File: src/rtl/mpw_qual_mc.sv
// Multi-channel minimum pulse-width qualifier: synchronises raw inputs, accepts a level
// only after a programmable run of stable samples, and reports/counts rejected pulses.
module mpw_qual_mc #(
  parameter int   NCH         = 4,
  parameter int   CW          = 8,
  parameter int   GW          = 8,
  parameter int   SYNC_STAGES = 2,
  parameter logic RST_VAL     = 1'b0
) (
  input  logic              clk,
  input  logic              rst_n,
  input  logic [NCH-1:0]    sig_i,
  input  logic [NCH-1:0]    en_i,
  input  logic [CW-1:0]     th_assert_i,
  input  logic [CW-1:0]     th_deassert_i,
  input  logic [NCH-1:0]    glitch_clr_i,
  output logic [NCH-1:0]    sig_o,
  output logic [NCH-1:0]    rise_o,
  output logic [NCH-1:0]    fall_o,
  output logic [NCH-1:0]    glitch_o,
  output logic [NCH*GW-1:0] glitch_cnt_o
);

  localparam logic [CW-1:0] CNT_MAX  = {CW{1'b1}};
  localparam logic [GW-1:0] GCNT_MAX = {GW{1'b1}};
  localparam logic [CW-1:0] TH_MIN   = CW'(1);

  for (genvar c = 0; c < NCH; c++) begin : g_ch
    logic [SYNC_STAGES-1:0] sync_q;
    logic                   s;
    logic                   level_q;
    logic [CW-1:0]          cnt_q;
    logic [CW-1:0]          th_sel;
    logic [CW-1:0]          th_eff;
    logic [CW:0]            cnt_inc;
    logic                   differs;
    logic                   accept;
    logic                   reject;
    logic                   rise_q;
    logic                   fall_q;
    logic                   glitch_q;
    logic [GW-1:0]          gcnt_q;

    assign s = sync_q[SYNC_STAGES-1];

    // The threshold applied depends on the direction being qualified; zero acts as one.
    always_comb begin
      th_sel = level_q ? th_deassert_i : th_assert_i;
      th_eff = (th_sel == '0) ? TH_MIN : th_sel;
    end

    assign cnt_inc = {1'b0, cnt_q} + {{CW{1'b0}}, 1'b1};
    assign differs = (s != level_q);
    assign accept  = en_i[c] && differs && (cnt_inc >= {1'b0, th_eff});
    assign reject  = en_i[c] && !differs && (cnt_q != '0);

    // The synchroniser keeps running regardless of the channel enable.
    always_ff @(posedge clk or negedge rst_n) begin
      if (!rst_n) begin
        sync_q <= {SYNC_STAGES{RST_VAL}};
      end else begin
        sync_q <= {sync_q[SYNC_STAGES-2:0], sig_i[c]};
      end
    end

    always_ff @(posedge clk or negedge rst_n) begin
      if (!rst_n) begin
        level_q  <= RST_VAL;
        cnt_q    <= '0;
        rise_q   <= 1'b0;
        fall_q   <= 1'b0;
        glitch_q <= 1'b0;
      end else begin
        rise_q   <= accept && s;
        fall_q   <= accept && !s;
        glitch_q <= reject;
        if (accept) begin
          level_q <= s;
        end
        if (!en_i[c] || accept || reject) begin
          cnt_q <= '0;
        end else if (differs && (cnt_q != CNT_MAX)) begin
          cnt_q <= cnt_inc[CW-1:0];
        end
      end
    end

    // Clear takes priority over a coincident rejected pulse.
    always_ff @(posedge clk or negedge rst_n) begin
      if (!rst_n) begin
        gcnt_q <= '0;
      end else if (glitch_clr_i[c]) begin
        gcnt_q <= '0;
      end else if (reject && (gcnt_q != GCNT_MAX)) begin
        gcnt_q <= gcnt_q + GW'(1);
      end
    end

    assign sig_o[c]                 = level_q;
    assign rise_o[c]                = rise_q;
    assign fall_o[c]                = fall_q;
    assign glitch_o[c]              = glitch_q;
    assign glitch_cnt_o[c*GW +: GW] = gcnt_q;
  end

endmodule

File: config.mk
export PLATFORM = sky130hd
export DESIGN_NAME = mpw_qual_mc
export DESIGN_NICKNAME = d
export VERILOG_FILES = /design/src/rtl/mpw_qual_mc.sv
export SDC_FILE = /design/constraint.sdc
export NUM_CORES = 1
export LEC_CHECK = 0
export CAP_MARGIN = 0
export CORE_MARGIN = 2
export CORE_UTILIZATION = 40
export DETAILED_ROUTE_END_ITERATION = 16
export MAX_ROUTING_LAYER = met4
export PLACE_DENSITY_LB_ADDON = 0.25
export REMOVE_ABC_BUFFERS = 1
export SLEW_MARGIN = 15
export SYNTH_ARGS = -nofsm -noshare
export SYNTH_HDL_FRONTEND = slang
export SYNTH_SLANG_ARGS = --single-unit
File: constraint.sdc
create_clock -name clk -period 5.7 [get_ports clk]
set_input_delay 1.14 -clock clk [delete_from_list [all_inputs] [get_ports clk]]
set_output_delay 1.14 -clock clk [all_outputs]
set_load 0.02 [all_outputs]
==> run_results.csv <==
group,metric,value,unit
route,via_count,4628,
critical_path,path_delay_family,"compound AO/OA/AOI/OAI gates",
synthesis,synth_area,5960,µm²
critical_path,endpoint_kind,"flop",
timing,period_share,0.598,
synthesis,synth_xor_area_frac,0.0966,
timing,setup_viol,0,
pwr,powerDensity,255,nW/µm²
timing,max_freq,0.294,GHz
timing,fin_tns_setup,0,ps
critical_path,cp_data_arrival_time,3630,ps
clocking,clock_latency,340,ps
floorplanning,num_rows,44,
timing,final-max-slew-violation-count,0,
grt,grt_max_degree,47,
cells_and_area,final_layout_size_suffix_gt1_frac,0.0840,
timing,slew_headroom,0.487,
cells_and_area,nets,736,
clocking,postCtsResizedCells,0,
placed_design,port_buffers,77,
critical_path,path_max_fanout,4,
grt,overflow,0,
clocking,cts_tree,"yes",
floorplanning,start_util,0.410,
pwr,finalPower,1.80,mW
cells_and_area,insertedDiodeCount,0,
clocking,clkSlewWorstSetupHoldPaths,60,ps
critical_path,startpoint_type,"input pin",
timing,min_period,3410,ps
placed_design,dp.cells,835,
pwr,p_sw_frac,0.324,
synthesis,synthSimpleGateAreaFrac,0.215,
critical_path,reg2reg_depth,10,
clocking,clock_path_buffers,2,
floorplanning,die_h,126,µm
floorplanning,core,14500,µm²
synthesis,synthCells,609,
synthesis,yosysSeqAreaShare,0.370,
critical_path,worst-setup-path-type,"in -> reg",
synthesis,ys.flop_type,"dfrtp_1",
pwr,p_int,1.21,mW
synthesis,ys_warn_count,0,
critical_path,critical_path.endpoint,"g_ch[0].level_q",
synthesis,synth_top_area_frac,0.370,
route,wirelength,13100,µm
synthesis,muxShareOfSynthArea,0.0664,
grt,grt_first_pass_wirelength,22300,µm
pwr,pwr-share-seq,0.411,
clocking,clock-sinks,88,
route,drt_iter0_markers,308,
critical_path,max_stage_delay,480,ps
grt,grt_pass1_vias,4630,
clocking,postCtsHoldBufs,0,
placed_design,place_hpwl,9930,µm
cells_and_area,mostFrequentLayoutCells,"dfrtp_1, clkdlybuf4s50_1, nor2_1",
synthesis,synth_top_family_by_area,"simple AND/OR/NAND/NOR gates",
floorplanning,pin_count,78,
critical_path,critPathBufInv,1,
pwr,switching_power,582,µW
floorplanning,die-width,126,µm
route,antenna_left,0,
synthesis,synth_cell_types,57,
clocking,root_buffer,"clkbuf_16",
timing,worstMarginPinSlew,764,ps
outcome,outcome,"finished clean",
timing,worst_hold_slack,349,ps
critical_path,worstPathCellList,"clkdlybuf4s50_1, mux2i_1, ha_1, a21o_1, a221o_1, a41o_1, o21ai_1, mux2_2",
cells_and_area,final_common_cell,"dfrtp_1",
clocking,htree_num_levels,3,
clocking,cts_setup_buffers,0,
floorplanning,die_area,15900,µm²
critical_path,worstReg2RegEnd,"g_ch[0].level_q",
critical_path,timing.rr.start,"g_ch[0].cnt_q[0]",
clocking,cts_made_buffers,9,
route,drcViolationCount,0,
flow_run,max-cap-violations,0,
pwr,power_leakage,2.93,nW
critical_path,r2r_setup_slack,2560,ps
timing,skew,5.84,ps
pwr,power_frac_comb,0.266,
route,routedWlPerCell,15.4,µm
critical_path,worstPathRequired,5920,ps
timing,finalHoldViolCount,0,
grt,grt_usage,0.175,
synthesis,async_flop_share,1.00,
synthesis,synthAdderAreaFrac,0.0924,
critical_path,cp_num_cells,8,
pwr,ir_drop,0.000139,V
route,vias_per_cell,5.44,
synthesis,ys_seq_elements,88,
synthesis,synth_compound_area_frac,0.111,
grt,antenna_found_initial,0,
synthesis,postSynthAreaPerCell,9.78,µm²
synthesis,synth.area.top_cells,"dfrtp_1, ha_1, mux2i_1",
timing,grt_setup_unrepaired,"false",
cells_and_area,layout.cells.non_filler,851,
cells_and_area,fillers,1370,
synthesis,yosysTopAreaCell,"dfrtp_1",
critical_path,crit_path_start,"th_deassert_i[6]",
synthesis,synth-edff-count,0,
pwr,clkPwrFrac,0.323,
cells_and_area,area_growth,18.0,%
critical_path,slowest_stage,"clkdlybuf4s50_1",
placed_design,place_congestion,0.866,
cells_and_area,utilization,0.484,
hold_path,min_path_type,"reg -> reg",
route,firstDrtPassIters,4,
==> worst register-to-register path, cell delays in order (launching register included) <==
cell     delay [ps]
dfrtp_1         490
ha_1            330
nand3_1         230
nor2_1          200
xor2_1          160
ha_1            250
a21o_1          160
a221o_1         360
a41o_1          230
o21ai_1         230
mux2_2          370
==> layout make-up <==
class	count	area, µm²	area share
multi-input cells	466	3460	0.492
clock buffers	10	229	0.0326
inverters	19	71.3	0.0101
repair buffers	78	776	0.110
well taps	184	230	0.0327
flip-flops and latches	88	2200	0.313
clock inverters	6	60.1	0.00854
==> synth_stat cells, types with 3 or more instances <==
cell and count:
a211oi_1 3, a21bo_2 3, o211ai_4 4, buf_2 6, inv_1 18, a31oi_1 6
o21ai_0 20, nand3_1 36, nor2b_1 6, nor4_1 8, a311oi_1 3, xnor2_2 3
nand2_1 46, nor3b_1 12, and4_1 6, mux2_2 4, a21oi_1 9, or3_1 4
clkbuf_1 3, a21o_1 10, nor3_1 16, nor2_1 58, or2_2 4, buf_1 7
nor3_2 3, and3_1 9, dfrtp_1 88, mux2i_1 35, xnor2_1 37, buf_4 16
or4b_4 4, nand4_1 12, ha_1 44, nand2b_1 6, nor4b_1 3, a41oi_1 8
xor2_1 20
==> how the worst min path moves through the flow <==
stage	startpoint	to	slack, ps	cells past startpoint
2_1_floorplan	g_ch[0].sync_q[0]	g_ch[0].sync_q[1]	330	0
3_3_place_gp	g_ch[2].sync_q[0]	g_ch[2].sync_q[1]	330	0
3_5_place_dp	g_ch[2].sync_q[0]	g_ch[2].sync_q[1]	340	0
4_1_cts	g_ch[2].sync_q[0]	g_ch[2].sync_q[1]	350	0
5_1_grt	g_ch[2].sync_q[0]	g_ch[2].sync_q[1]	370	0
6_report	g_ch[2].sync_q[0]	g_ch[2].sync_q[1]	350	0
==> cell families after synthesis <==
kind of cell               Yosys count
DFF                                 88
AOI/OAI and AO/OA                   82
muxes                               39
buffers and inverters               55
xor gates and xnor gates            61
adders and majority gates           44
and+or+nand+nor                    240
==> metal layers <==
metal | vias up | track usage | part of all wire
met5 | - | - | 0
met4 | 0 | 0.0711 | 0.024
met3 | 24 | 0.0246 | 0.023
met2 | 74 | 0.290 | 0.50
met1 | 2246 | 0.215 | 0.45
li1 | 2284 | - | -
==> registers in the layout, summed over array words and instances (netlist names) <==
register,count
g_ch.gcnt_q,32
g_ch.level_q,4
g_ch.fall_q,4
g_ch.cnt_q,32
g_ch.sync_q,8
g_ch.rise_q,4
g_ch.glitch_q,4
==> through the flow <==
step | cell area (µm²) | setup slack (ps)
2_1_floorplan | 5740 | 2750
3_3_place_gp | 6740 | 1990
3_5_place_dp | 6740 | 1920
4_1_cts | 7030 | 2300
5_1_grt | 7030 | 2160
6_report | 7030 | 2290
==> power groups by stage <==
stage	logic (mW)	clock network (mW)	registers (mW)
finish	0.478	0.580	0.738
global route	0.528	0.636	0.747
CTS	0.481	0.605	0.737
detailed placement	0.479	0	0.749
global placement	0.469	0	0.747
floorplan	0.303	0	0.751
No activity file was read; power rests on OpenSTA's default activity.
